## config.mk

```make
export PLATFORM = sky130hd
export DESIGN_NAME = nv_nvdla_cacc2sdp_buf
export DESIGN_NICKNAME = d
export VERILOG_FILES = /design/src/rtl/nv_nvdla_cacc2sdp_buf.sv
export SDC_FILE = /design/constraint.sdc
export NUM_CORES = 1
export LEC_CHECK = 0
export CORE_ASPECT_RATIO = 0.9
export CORE_MARGIN = 2
export CORE_UTILIZATION = 49
export CTS_CLUSTER_DIAMETER = 80
export CTS_CLUSTER_SIZE = 25
export DETAILED_ROUTE_END_ITERATION = 10
export PLACE_DENSITY_LB_ADDON = 0.3
export SYNTH_ARGS = -nofsm -noshare
export SYNTH_HDL_FRONTEND = slang
export SYNTH_SLANG_ARGS = --single-unit
```

## constraint.sdc

```tcl
create_clock -name nvdla_core_clk -period 5.6 [get_ports nvdla_core_clk]
set_input_delay 1.4 -clock nvdla_core_clk [delete_from_list [all_inputs] [get_ports nvdla_core_clk]]
set_output_delay 1.4 -clock nvdla_core_clk [all_outputs]
set_load 0.02 [all_outputs]
```

## src/rtl/nv_nvdla_cacc2sdp_buf.sv

```systemverilog
// ---------------------------------------------------------------------------
// nv_nvdla_cacc2sdp_buf
//
// Elastic buffer between the CACC output and the SDP partition input.
// Every element coming out of CACC is written into a small registered FIFO
// and presented to SDP from there, so SDP backpressure never reaches CACC
// through a combinational path. The upstream ready is a flop, and an element
// written on one edge is visible downstream only after that edge (there is
// no same-cycle bypass around the storage).
//
// Alongside the data path the block watches the end-of-batch and
// end-of-layer markers as elements are delivered to SDP, and keeps
// per-layer element and batch counters plus a one-cycle layer-done pulse
// for status and debug visibility.
//
// Payload format (34 bits, identical on both sides):
//   [31:0] data
//   [32]   batch_end
//   [33]   layer_end
//
// Ports:
//   nvdla_core_clk      in   core clock
//   nvdla_core_rst      in   asynchronous active-high reset
//   cacc2sdp_valid_in   in   upstream element valid
//   cacc2sdp_ready_out  out  upstream ready (registered)
//   cacc2sdp_pd_in      in   upstream payload
//   cacc2sdp_valid      out  downstream valid toward SDP
//   cacc2sdp_ready      in   downstream ready from SDP
//   cacc2sdp_pd         out  downstream payload (zero while empty)
//   buf_level           out  current FIFO occupancy, 0..DEPTH
//   elem_cnt            out  elements delivered in the current layer
//   batch_cnt           out  batch_end elements delivered in the current layer
//   layer_done          out  one-cycle pulse after a layer_end element leaves
//
// Parameters:
//   DEPTH   FIFO entries, power of two and at least 2
//   CNT_W   width of the per-layer element counter
//   BCNT_W  width of the per-layer batch counter
// ---------------------------------------------------------------------------
module nv_nvdla_cacc2sdp_buf #(
   parameter int DEPTH  = 8,
   parameter int CNT_W  = 24,
   parameter int BCNT_W = 5
) (
   input  logic                     nvdla_core_clk,
   input  logic                     nvdla_core_rst,
   input  logic                     cacc2sdp_valid_in,
   output logic                     cacc2sdp_ready_out,
   input  logic [33:0]              cacc2sdp_pd_in,
   output logic                     cacc2sdp_valid,
   input  logic                     cacc2sdp_ready,
   output logic [33:0]              cacc2sdp_pd,
   output logic [$clog2(DEPTH):0]   buf_level,
   output logic [CNT_W-1:0]         elem_cnt,
   output logic [BCNT_W-1:0]        batch_cnt,
   output logic                     layer_done
);

   localparam int AW = $clog2(DEPTH);

   // DEPTH expressed in the occupancy width so the full comparison is
   // done at matching widths.
   localparam logic [AW:0] DEPTH_L = (AW+1)'(DEPTH);

   logic [33:0]   mem [DEPTH];
   logic [AW-1:0] wr_ptr;
   logic [AW-1:0] rd_ptr;
   logic [AW:0]   count;
   logic [AW:0]   count_nxt;
   logic          in_acc;
   logic          out_acc;
   logic [33:0]   head_pd;

   // Handshake qualifiers. The upstream side only ever sees our registered
   // ready, so the input accept never depends on cacc2sdp_ready.
   assign in_acc  = cacc2sdp_valid_in & cacc2sdp_ready_out;
   assign out_acc = cacc2sdp_valid & cacc2sdp_ready;

   // The head of the FIFO is read straight from storage. Valid comes from
   // the registered occupancy, so a freshly written element appears only
   // after the edge that wrote it. The payload is forced to zero while
   // empty so nothing stale is ever presented, including right after reset.
   assign head_pd        = mem[rd_ptr];
   assign cacc2sdp_valid = (count != '0);
   assign cacc2sdp_pd    = cacc2sdp_valid ? head_pd : '0;
   assign buf_level      = count;

   // Next occupancy: a simultaneous push and pop leaves the level unchanged.
   always_comb begin
      count_nxt = count;
      case ({in_acc, out_acc})
         2'b10:   count_nxt = count + (AW+1)'(1);
         2'b01:   count_nxt = count - (AW+1)'(1);
         default: count_nxt = count;
      endcase
   end

   // Storage array. It carries no reset: the pointers and occupancy define
   // which entries are live, and the output mux hides anything left over
   // from before a reset.
   always_ff @(posedge nvdla_core_clk) begin
      if (in_acc) begin
         mem[wr_ptr] <= cacc2sdp_pd_in;
      end
   end

   // Pointer, occupancy and upstream-ready state. Pointers are AW bits wide
   // so they wrap modulo DEPTH on their own. Ready is computed from the
   // next occupancy and registered; this is why a pop at full only raises
   // ready on the following cycle, costing one cycle of throughput there.
   // Ready is held low for as long as reset is asserted.
   always_ff @(posedge nvdla_core_clk or posedge nvdla_core_rst) begin
      if (nvdla_core_rst) begin
         wr_ptr             <= '0;
         rd_ptr             <= '0;
         count              <= '0;
         cacc2sdp_ready_out <= 1'b0;
      end else begin
         if (in_acc) begin
            wr_ptr <= wr_ptr + AW'(1);
         end
         if (out_acc) begin
            rd_ptr <= rd_ptr + AW'(1);
         end
         count              <= count_nxt;
         cacc2sdp_ready_out <= (count_nxt < DEPTH_L);
      end
   end

   // Per-layer bookkeeping, driven only by elements actually delivered to
   // SDP, so markers still sitting in the FIFO have no effect yet. A
   // layer_end element closes the layer: both counters restart from zero
   // (layer_end wins over batch_end on the same element) and layer_done
   // pulses for the cycle after delivery. Back-to-back layer_end
   // deliveries give back-to-back pulses because the pulse is recomputed
   // every cycle.
   always_ff @(posedge nvdla_core_clk or posedge nvdla_core_rst) begin
      if (nvdla_core_rst) begin
         elem_cnt   <= '0;
         batch_cnt  <= '0;
         layer_done <= 1'b0;
      end else begin
         layer_done <= out_acc & head_pd[33];
         if (out_acc) begin
            if (head_pd[33]) begin
               elem_cnt  <= '0;
               batch_cnt <= '0;
            end else begin
               elem_cnt <= elem_cnt + CNT_W'(1);
               if (head_pd[32]) begin
                  batch_cnt <= batch_cnt + BCNT_W'(1);
               end
            end
         end
      end
   end

endmodule

```

# --- Yosys cells after proc, flatten, opt, wreduce, memory -nomap -nowiden ---
# Memory sizes are Yosys's and may differ from the RTL's.
# Index checks and enable logic that the tools add are counted.
totals:
  mem_bits_ro: 0
  ramBits: 272
  latch_bits: 0
  n_memories: 1
  out_inout_bits: 70
  regBits: 41
mem_list:
  columns: ["memory", "depth", "word_bits", "read_ports", "rd_ports_with_merged_regs", "wr", "line_no", "source"]
  rows:
  - ["mem", 8, 34, 1, 0, 1, "65", "logic [33:0] mem [DEPTH];"]
classes:
  div_mod_pow: 0
  eq_ne: 2
  n_addsub: 6
  bitwise: 3
  order_cmp: 1
  muxes: 7
  shifts: 0
  n_mul: 0
  n_reduce_logical: 3
ops:
  columns: ["operator", "count"]
  rows:
  - ["34-bit 2-to-1 mux", 1]
  - ["24-bit by 1-bit adder with 24-bit output (second input constant)", 1]
  - ["24-bit 2-to-1 mux", 1]
  - ["5-bit 2-to-1 mux", 2]
  - ["4-bit case mux with 2 select lines", 1]
  - ["3-bit by 1-bit adder with 3-bit output (second input constant)", 2]
  - ["5-bit by 1-bit adder with 5-bit output (second input constant)", 1]
  - ["4-bit by 1-bit adder with 4-bit output (second input constant)", 1]
  - ["4-bit < comparator (second input constant)", 1]
  - ["4-bit nonzero test", 1]
  - ["4-bit by 1-bit subtractor with 4-bit output (second input constant)", 1]
  - ["1-bit bitwise AND", 3]
  - ["2-bit by 1-bit == test with 1-bit output (second input constant)", 1]
  - ["2-bit == test (second input constant)", 1]
  - ["1-bit 2-to-1 mux", 2]
  - ["2-bit AND reduction", 1]
  - ["2-bit nonzero test", 1]

# --- Longest topological paths before layout ---
# Gate-level depths: netlist of the first run.
logic_depth:
  word_depth: 5
  depth_mapped: 9
  mapped_depth_nobuf: 9

# --- Worst setup path before layout of the first run ---
# No wires, ideal clock.
synth_timing:
  path_kind: "input to register"
  start: "input cacc2sdp_valid_in"
  end: "memory mem[1][0] (enable)"
  arrival_ps: 5170
  cell_stages: 2
  path_buffers: 0
  required_time_ps: 5077
  slack_ps: -93
  path_cell_list: "nand2_1 -> nor4b_1"
synth_between:
  elab_chain_len: 3
synth_lines:
  columns: ["item", "line_no", "source"]
  rows:
  - ["start, declared", "47", "input logic cacc2sdp_valid_in,"]
  - ["1-bit bitwise AND", "76", "assign in_acc = cacc2sdp_valid_in & cacc2sdp_ready_out;"]
  - ["1-bit 2-to-1 mux", "102", "if (in_acc) begin"]
  - ["1-bit 2-to-1 mux (implied by the code)", "103", "mem[wr_ptr] <= cacc2sdp_pd_in;"]
  - ["end, declared", "65", null]
# Every way passes these cells.

# --- Final worst setup path of the first run ---
layout_timing:
  start: "register rd_ptr[0]"
  end: "output cacc2sdp_pd[14]"
layout_between:
  elab_chain_len: 2
layout_lines:
  columns: ["item", "line_no", "source"]
  rows:
  - ["start, declared", "67", "logic [AW-1:0] rd_ptr;"]
  - ["start signal, assigned", "123", "rd_ptr <= rd_ptr + AW'(1);"]
  - ["memory 8 x 34 bit", null, null]
  - ["34-bit 2-to-1 mux", "85", "assign cacc2sdp_pd = cacc2sdp_valid ? head_pd : '0;"]
  - ["end, declared", "52", "output logic [33:0] cacc2sdp_pd,"]
# Every way passes these cells.

==> results of run 1 <==
worst max-delay path, delay by kind of cell, from the launching register on:
kind | cells | cell delay (ns)
buf+inv | 2 | 0.98
flops | 1 | 0.82
mux | 2 | 0.79
simple gates | 1 | 0.07
routing by layer:
layer / vias to the layer above / wire (microns) / part of all wire / GRT usage
li1: 2799 / - / - / -
met1: 3240 / 10200 / 0.42 / 0.251
met2: 192 / 12400 / 0.51 / 0.325
met3: 31 / 1460 / 0.060 / 0.0305
met4: 2 / 364 / 0.015 / 0.0364
met5: - / 9 / 0.00037 / 0
cell usage in the layout, fill, tap and decap left out, drive strengths merged, types with 2 or more instances in the layout:
| master | synthesis | final |
|---|---|---|
| edfxtp | 272 | 272 |
| clkdlybuf4s50 | 0 | 107 |
| mux4 | 66 | 66 |
| nor2 | 57 | 57 |
| dfrtp | 41 | 41 |
| mux2i | 37 | 37 |
| nand2 | 27 | 27 |
| clkbuf | 7 | 26 |
| buf | 21 | 19 |
| nand3 | 17 | 17 |
| xor2 | 12 | 12 |
| xnor2 | 11 | 11 |
| nand4 | 10 | 10 |
| inv | 9 | 9 |
| o21ai | 8 | 8 |
| ha | 7 | 7 |
| a21oi | 6 | 6 |
| nor3 | 5 | 5 |
| mux2 | 4 | 4 |
| nor4 | 4 | 4 |
| nor2b | 3 | 3 |
| o311ai | 3 | 3 |
| and2 | 2 | 2 |
| a22o | 2 | 2 |
| o22ai | 2 | 2 |
| a21o | 2 | 2 |
| nor4b | 2 | 2 |
| nor3b | 2 | 2 |
| clkinv | 0 | 2 |
| o41ai | 2 | 2 |
registers in the layout, indices dropped and copies added (netlist names), named ones only:
signal              flops
mem                   272
elem_cnt               24
batch_cnt               5
buf_level               3
rd_ptr                  3
wr_ptr                  3
cacc2sdp_ready_out      1
layer_done              1
worst paths after layout:
check | startpoint | to | slack, ns | cells after the start
max | rd_ptr[0] | cacc2sdp_pd[14] | 1.00 | 5
min | batch_cnt[0] | batch_cnt[0] | 0.56 | 1
max reg2reg | buf_level[0] | cacc2sdp_ready_out | 2.78 | 10
min reg2reg | batch_cnt[0] | batch_cnt[0] | 0.56 | 1
max in group asynchronous | nvdla_core_rst | rd_ptr[1] | 3.85 | 3
min in group asynchronous | nvdla_core_rst | wr_ptr[2] | 1.33 | 3
power breakdown:
group          total [W]  switching [W]  leakage [nW]  internal [W]
sequential       0.00314       0.000329          3.00       0.00281
clock            0.00124       0.000686         0.223      0.000553
combinational    0.00253        0.00126          1.64       0.00127
logic make-up after synthesis:
kind of cell             count (synthesis)
flip-flops                             313
XOR/XNOR                                23
AND/OR/NAND/NOR                        132
adder cells (fa/ha/maj)                  8
AO/OA/AOI/OAI                           30
buffers and inverters                   37
multiplexers                           107
per-stage QoR:
stage | cell area (sq um) | cells | worst slack [ns]
2_1_floorplan | 12500 | 650 | 0.235
3_3_place_gp | 14100 | 1090 | 1.52
3_5_place_dp | 14100 | 1090 | 1.50
4_1_cts | 14500 | 1118 | 0.934
5_1_grt | 14500 | 1118 | 0.785
6_report | 14500 | 1119 | 1.00
area by class of cell:
cell class,instances,area (sq um),share of cell area
clock buffers,26,438,0.0301
clock inverters,2,32.5,0.00224
inverters,9,33.8,0.00233
repair buffers,126,1230,0.0844
diodes,1,2.50,0.000172
multi-input cells,300,3160,0.218
flip-flops and latches,313,9200,0.633
well taps,342,428,0.0295
==> out/metrics.csv, run 1 <==
metric,value,unit
Post-synth ARST share,0.131,
Synth Area in Simple Gates,0.0519,
status,finished clean,
CP cell instances,"buf_4, mux4_2, mux2i_1, nor2_1, clkdlybuf4s50_1",
Area Overhead vs Synth,16.5,%
#FFs+latches synth,313,
final setup fails,0,
Yosys top cell area share,0.655,
min Tclk post-route,4.60,ns
via count,6264,
top post-synthesis cells by area,"edfxtp_1, mux4_2, dfrtp_1, mux2i_1, nor2_1",
main combinational cell family by area after synthesis,multiplexers,
element type at the critical path start,flop,
XOR/XNOR share of the synthesized area,0.0162,
WL final,24400,microns
Peak supply drop,0.308,mV
height of the die,155,microns
Post-Synthesis Cells,650,
peak per-stage delay on the critical path,0.82,ns
Post-CTS Hold Fix Bufs,0,
max-cap check violation count,0,
fin crit share,0.821,
setup TNS,0,ns
Hold WS,0.559,ns
most frequent cells after synthesis,"edfxtp_1, mux4_2, nor2_1",
CTS Buf Count,16,
Initial Util,0.498,
WP data arrival,3.20,ns
crit-path max FO,30,
gr usage total,0.186,
first-pass GRT wire length,37400,microns
Final GP Congestion,0.790,
drt first-iter violations,502,
yosys warns,0,
sequential area share after synthesis,0.737,
Sink Count,313,
Worst-Margin Slew,1.06,ns
Skew-Pair Late Insertion Delay,0.51,ns
Die Footprint,0.0267,sq mm
fill count,1886,
CP Class,flop to output port,
Synth Area in Adders,0.00863,
vias in the first global route,6482,
initial antenna violation count,2,
Synth Net Count,696,
Hold Path Class,flop to flop,
skew final,0.0313,ns
post-DP HPWL,14400,microns
Final ANT Viol Nets,0,
1st-pass router iterations,4,
synthesized cell area,0.0125,sq mm
Rel. slew slack,0.295,
clock slew at reported path FFs,0.10,ns
Remaining DRCs,0,
power density over cell area,476,mW/mm^2
Port Buffer Count,107,
Final Core Density,0.580,
Clock Path Buffers,3,
Post-CTS Setup Bufs,0,
grt ovf,0,
Yosys top cell by area,edfxtp_1,
RSZ-0062 raised after global routing,no,
"count leader, synth",edfxtp_1,
Highest Clock Rate,218,MHz
share of layout cells above drive strength 1,0.166,
Mean Syn Cell Area,19.2,sq um
ys flop type,edfxtp_1,
H-tree Lvls,1,
Ports,108,
WL/cell,21.8,microns
Slew Limit Fails,0,
Required @ worst endpoint,4.20,ns
Pwr Total,0.00691,W
compound-gate portion of the synthesized area,0.0184,
largest net degree at the start of global routing,73,
Vias per Instance,5.60,
core area,0.0250,sq mm
cts repair resizes,0,
site row count,55,
Final nets,812,
Pleak,4.86,nW
number of flops mapped to enable cells by yosys,272,
CTS tree,yes,
Root Buffer,clkbuf_16,
Slowest cell on crit path,dfrtp_4,
mux share of post-synthesis cell area,0.153,
post-synth cell types,48,
Critical Path End Type,output port,
DIE WIDTH,172,microns
Hold Fails Final Rpt,0,
No activity file was read; power rests on OpenSTA's default activity.
==> run 2, diff against run 1 <==
==> constraint.sdc (replaced) <==
create_clock -name nvdla_core_clk -period 4.15 [get_ports nvdla_core_clk]
set_input_delay 1.0375 -clock nvdla_core_clk [delete_from_list [all_inputs] [get_ports nvdla_core_clk]]
set_output_delay 1.0375 -clock nvdla_core_clk [all_outputs]
set_load 0.02 [all_outputs]
==> out/metrics.csv, run 2 (synthesized netlist as in run 1, its figures left out) <==
metric,value,unit,change
status,finished clean,,
initial antenna violation count,1,,-1
Port Buffer Count,107,,unchanged
clock slew at reported path FFs,0.09,ns,about the same
Final nets,809,,-0.37%
Pleak,4.86,nW,about the same
Root Buffer,clkbuf_16,,
dpl cell area,0.0141,sq mm,+0.26%
cts repair resizes,0,,unchanged
Sink Count,313,,unchanged
Biggest register,mem,,
core area,0.0250,sq mm,unchanged
crit-path max FO,55,,+83%
largest net degree at the start of global routing,56,,-23%
Hold WS,0.567,ns,+0.00893 ns
Final Core Density,0.581,,+0.000849
Initial Util,0.498,,unchanged
Max Used Layer,met5,,
WL/cell,21.8,microns,-0.41%
min Tclk post-route,4.02,ns,
Layout Cell Area excl Fill,0.0145,sq mm,+0.15%
Highest Clock Rate,249,MHz,
WP data arrival,2.98,ns,-0.22 ns
grt ovf,0,,unchanged
skew final,0.0133,ns,-0.0180 ns
RSZ-0062 raised after global routing,no,,
"commonest non-fill, non-tap cell in the layout",edfxtp_1,,
Required @ worst endpoint,3.11,ns,-1.09 ns
largest registers,"mem x272, elem_cnt x24, batch_cnt x5",,
antenna diode count,0,,-1
Vias per Instance,5.62,,+0.31%
WL final,24100,microns,-1.2%
WL met3,1120,microns,-23%
CTS tree,yes,,
first-pass GRT wire length,37600,microns,+0.50%
Peak supply drop,0.456,mV,+48%
Post-CTS Setup Bufs,0,,unchanged
FF+latch area,0.00920,sq mm,unchanged
Slew Limit Fails,0,,unchanged
share of layout cells above drive strength 1,0.165,,-0.000873
fin crit share,0.968,,
DIE WIDTH,172,microns,unchanged
power density over cell area,643,mW/mm^2,+35%
Hold Fails Final Rpt,0,,unchanged
critical path startpoint,rd_ptr[1],,
Hold Path Class,flop to flop,,
routed length on met1,10700,microns,+4.2%
final setup fails,0,,unchanged
CP Capture Point,cacc2sdp_pd[12],,
r2r startpoint,buf_level[0],,
vias in the first global route,6445,,-0.57%
drt first-iter violations,671,,+34%
site row count,55,,unchanged
1st-pass router iterations,5,,+1
R2R Setup Slk,1.52,ns,-1.26 ns
Ports,108,,unchanged
H-tree Lvls,1,,unchanged
Critical Path End Type,output port,,
Skew-Pair Late Insertion Delay,0.50,ns,about the same
Rel. slew slack,0.394,,+0.0989
most frequent cells in the layout,"edfxtp_1, clkdlybuf4s50_1, mux4_2, nor2_1, dfrtp_1",,
setup TNS,0,ns,unchanged
CTS Buf Count,16,,unchanged
via count,6233,,-0.49%
Worst-Margin Slew,0.908,ns,-0.149 ns
R2R cell count,9,,-1
height of the die,155,microns,unchanged
reg-to-reg critical path endpoint,cacc2sdp_ready_out,,
Post-CTS Hold Fix Bufs,0,,unchanged
Final GP Congestion,0.796,,+0.76%
Final ANT Viol Nets,0,,unchanged
Multi-input gate area,0.00319,sq mm,+0.67%
Area Overhead vs Synth,16.7,%,
max-cap check violation count,0,,unchanged
gr usage total,0.187,,+0.000464
Remaining DRCs,0,,unchanged
fill count,1862,,-1.3%
Die Footprint,0.0267,sq mm,unchanged
max reg flops,272,,unchanged
met2 wire length,12000,microns,-2.7%
Clock Path Buffers,3,,unchanged
element type at the critical path start,flop,,
post-DP HPWL,13800,microns,-3.5%
CP Class,flop to output port,,
run 2: cell count changes in the layout (fill, tap and decap cells not counted):
cell / change
buf_4: -6
clkbuf_1: -6
buf_12: +3
clkinv_4: +2
clkinv_8: -2
nor3b_2: -2
nor3b_4: +2
clkbuf_16: +1
diode_2: -1
nor4_2: -1
nor4_4: +1
run 2: per-layer routing:
metal | global-route usage | vias up
met1 | 0.260 | 3257
met3 | 0.0303 | 24
li1 | - | 2795
met2 | 0.318 | 155
met4 | 0.0344 | 2
met5 | 0 | -
run 2: critical path, cell delays in order, from the launching register on:
cell	delay (ns)
dfrtp_4	0.96
buf_4	0.33
mux4_2	0.32
mux2i_1	0.22
nor2_1	0.08
clkdlybuf4s50_1	0.54
run 2: layout make-up:
cell class | count | area share
clock buffers | 21 | 0.0303
clock inverters | 2 | 0.00120
inverters | 9 | 0.00232
multi-input cells | 300 | 0.219
flip-flops and latches | 313 | 0.633
well taps | 342 | 0.0294
repair buffers | 123 | 0.0853
run 2: worst min-delay path by stage:
stage	depth (start not counted)	from	slack (ns)	to
floorplan	3	rd_ptr[1]	0.54	rd_ptr[1]
CTS	1	batch_cnt[0]	0.56	batch_cnt[0]
detailed placement	2	elem_cnt[23]	0.55	elem_cnt[23]
finish	2	elem_cnt[23]	0.57	elem_cnt[23]
global route	1	batch_cnt[0]	0.61	batch_cnt[0]
global placement	2	elem_cnt[23]	0.52	elem_cnt[23]
run 2: power breakdown:
group	switching (W)	leakage (nW)	total [W]	internal [W]
clock	0.000901	0.222	0.00166	0.000757
sequential	0.000356	3.00	0.00415	0.00379
combinational	0.00181	1.64	0.00355	0.00174
run 2: through the flow:
stage / setup slack, ns / power, W / instances
finish: 0.133 / 0.00936 / 1110
global route: 0.00822 / 0.00982 / 1110
CTS: 0.0992 / 0.00948 / 1110
detailed placement: 0.620 / 0.00782 / 1087
global placement: 0.735 / 0.00772 / 1087
floorplan: 0.0474 / 0.00642 / 650
==> run 3, diff against run 2 <==
--- a/config.mk
+++ b/config.mk
@@ -5,6 +5,7 @@
 export SDC_FILE = /design/constraint.sdc
 export NUM_CORES = 1
 export LEC_CHECK = 0
+export ABC_AREA = 1
 export CORE_ASPECT_RATIO = 0.9
 export CORE_MARGIN = 2
 export CORE_UTILIZATION = 49
==> out/metrics.csv, run 3 <==
metric,value,unit,change
core area,0.0261,sq mm,+4.1%
Post-CTS Hold Fix Bufs,0,,unchanged
#FFs+latches synth,313,,unchanged
Remaining DRCs,0,,unchanged
top post-synthesis cells by area,"edfxtp_1, dfrtp_1, nor2_1, o21ai_0, o22ai_1",,
Required @ worst endpoint,3.11,ns,about the same
element type at the critical path start,flop,,
skew final,0.0452,ns,+0.0319 ns
sequential area share after synthesis,0.707,,-0.0305
WL/cell,18.4,microns,-15%
Synth Area in Simple Gates,0.131,,+0.0788
Critical Path End Type,output port,,
antenna diode count,0,,unchanged
Sink Count,313,,unchanged
initial antenna violation count,0,,-1
fin crit share,0.952,,-0.0159
WP data arrival,2.91,ns,-0.07 ns
Mean Syn Cell Area,11.9,sq um,-38%
CP Capture Point,cacc2sdp_pd[15],,
max-cap check violation count,0,,unchanged
Synth Net Count,1142,,+64%
RSZ-0062 raised after global routing,no,,
Final Core Density,0.575,,-0.00579
Initial Util,0.499,,+0.00124
Biggest register,mem,,
ys flop type,edfxtp_1,,
Pleak,5.22,nW,+7.4%
"most used cell, CP",o21ai_0,,
Final nets,1232,,+52%
Yosys top cell area share,0.628,,-0.0271
Vias per Instance,5.46,,-2.7%
largest registers,"mem x272, elem_cnt x24, batch_cnt x5",,
CTS tree,yes,,
most frequent cells in the layout,"edfxtp_1, nor2_1, o21ai_0, clkdlybuf4s50_1, nand2_1",,
crit-path max FO,69,,+25%
peak per-stage delay on the critical path,0.65,ns,-0.31 ns
CP cell instances,"buf_4, o21ai_0, o22ai_1, o21ai_0, nor2_1, clkdlybuf4s50_1",,
Slowest cell on crit path,clkdlybuf4s50_1,,
Rel. slew slack,0.491,,+0.0964
mux share of post-synthesis cell area,0.000866,,-0.152
grt ovf,0,,unchanged
Die Footprint,0.0279,sq mm,+4.2%
Worst-Margin Slew,0.764,ns,-0.144 ns
Post-CTS Setup Bufs,0,,unchanged
Hold Path Class,flop to flop,,
most frequent cells after synthesis,"edfxtp_1, nor2_1, o21ai_0",,
Root Buffer,clkbuf_16,,
final setup fails,0,,unchanged
CP Class,flop to output port,,
site row count,56,,+1.8%
Hold Fails Final Rpt,0,,unchanged
R2R cell count,12,,+3
XOR/XNOR share of the synthesized area,0.0101,,-0.00606
status,finished clean,,
number of flops mapped to enable cells by yosys,272,,unchanged
CTS Buf Count,17,,+1
post-synth cell types,36,,-25%
Peak supply drop,0.546,mV,+20%
Synth Area in Adders,0.00827,,-0.000357
R2R Setup Slk,1.26,ns,-0.26 ns
Final GP Congestion,0.805,,+1.1%
Highest Clock Rate,253,MHz,+1.7%
r2r startpoint,buf_level[1],,
H-tree Lvls,1,,unchanged
critical path startpoint,rd_ptr[1],,
cts repair resizes,0,,unchanged
height of the die,159,microns,+2.1%
Post-Synthesis Cells,1096,,+69%
"commonest non-fill, non-tap cell in the layout",edfxtp_1,,
Clock Path Buffers,3,,unchanged
setup TNS,0,ns,unchanged
vias in the first global route,8172,,+27%
Ports,108,,unchanged
Yosys top cell by area,edfxtp_1,,
post-DP HPWL,16200,microns,+17%
largest net degree at the start of global routing,138,,+150%
via count,8442,,+35%
Port Buffer Count,107,,unchanged
Skew-Pair Late Insertion Delay,0.53,ns,+0.03 ns
compound-gate portion of the synthesized area,0.0981,,+0.0798
gr usage total,0.206,,+0.0188
Final ANT Viol Nets,0,,unchanged
Worst Slack Setup Final,0.198,ns,+0.0658 ns
Post-synth ARST share,0.131,,unchanged
Pwr Total,0.00980,W,+4.8%
power density over cell area,654,mW/mm^2,+1.7%
Placement Setup Slack,0.801,ns,+0.181 ns
main combinational cell family by area after synthesis,simple AND/OR/NAND/NOR gates,,
synthesized cell area,0.0130,sq mm,+4.3%
share of layout cells above drive strength 1,0.0693,,-0.0960
"count leader, synth",edfxtp_1,,
yosys warns,0,,unchanged
max reg flops,272,,unchanged
WL final,28400,microns,+18%
clock slew at reported path FFs,0.10,ns,about the same
1st-pass router iterations,5,,unchanged
first-pass GRT wire length,45000,microns,+20%
Area Overhead vs Synth,15.2,%,
Slew Limit Fails,0,,unchanged
min Tclk post-route,3.95,ns,-0.0658 ns
drt first-iter violations,706,,+5.2%
DIE WIDTH,176,microns,+2.1%
[run 3: cell count changes in the layout (fill, tap and decap cells not counted), sizes merged, moves of 4 or more]
| cell | delta |
|---|---|
| nor2 | +190 |
| xor2 | -7 |
| nor3 | +4 |
| o21ai | +157 |
| clkbuf | +4 |
| mux4 | -66 |
| o22ai | +62 |
| mux2i | -37 |
| nor4 | -4 |
| nand3 | +15 |
| nand2 | +76 |
| buf | +8 |
| inv | +48 |
[run 3: metal layers]
| metal | track usage | up-vias | wire length [microns] |
|---|---|---|---|
| met4 | 0.0523 | 0 | 598 |
| met3 | 0.0337 | 41 | 1830 |
| met5 | 0 | - | 0 |
| li1 | - | 4037 | - |
| met1 | 0.291 | 4114 | 12700 |
| met2 | 0.336 | 250 | 13300 |
[run 3: worst min-delay path by stage]
stage | slack [ns] | cells past startpoint | startpoint | endpoint
after floorplan | 0.49 | 2 | wr_ptr[0] | wr_ptr[0]
after global placement | 0.52 | 2 | wr_ptr[0] | wr_ptr[0]
after detailed placement | 0.53 | 2 | wr_ptr[0] | wr_ptr[0]
after CTS | 0.56 | 2 | batch_cnt[4] | batch_cnt[4]
after global routing | 0.60 | 2 | batch_cnt[4] | batch_cnt[4]
final | 0.55 | 2 | batch_cnt[4] | batch_cnt[4]
[run 3: cells by family after synthesis]
| group | count (synthesis) |
|---|---|
| flip-flops | 313 |
| adder cells (fa/ha/maj) | 8 |
| XOR/XNOR | 15 |
| AO/OA/AOI/OAI | 237 |
| buffers and inverters | 117 |
| multiplexers | 1 |
| AND/OR/NAND/NOR | 405 |
[run 3: critical path, delay by kind of cell, from the launching register on]
kind,cells,cell delay (ns)
buf+inv,2,1.23
compound gates,3,0.49
flops,1,0.38
simple gates,1,0.23
[run 3: report_power, final]
group | total (W) | internal [W] | switching (W)
sequential | 0.00384 | 0.00372 | 0.000118
combinational | 0.00416 | 0.00152 | 0.00265
clock | 0.00180 | 0.000796 | 0.00100
total | 0.00980 | 0.00604 | 0.00377
[run 3: final cells by class]
cell class	instances	area [sq um]
clock buffers	25	455
inverters	57	215
flip-flops and latches	313	9200
fillers	2154	11100
well taps	348	435
clock inverters	5	58.8
multi-input cells	666	3290
repair buffers	131	1340
[run 3: stage by stage]
stage / hold slack, ns / instance area, sq um / instances
floorplan: 0.493 / 13000 / 1096
global placement: 0.520 / 14500 / 1515
detailed placement: 0.535 / 14500 / 1515
CTS: 0.556 / 15000 / 1545
global route: 0.603 / 15000 / 1545
finish: 0.553 / 15000 / 1545
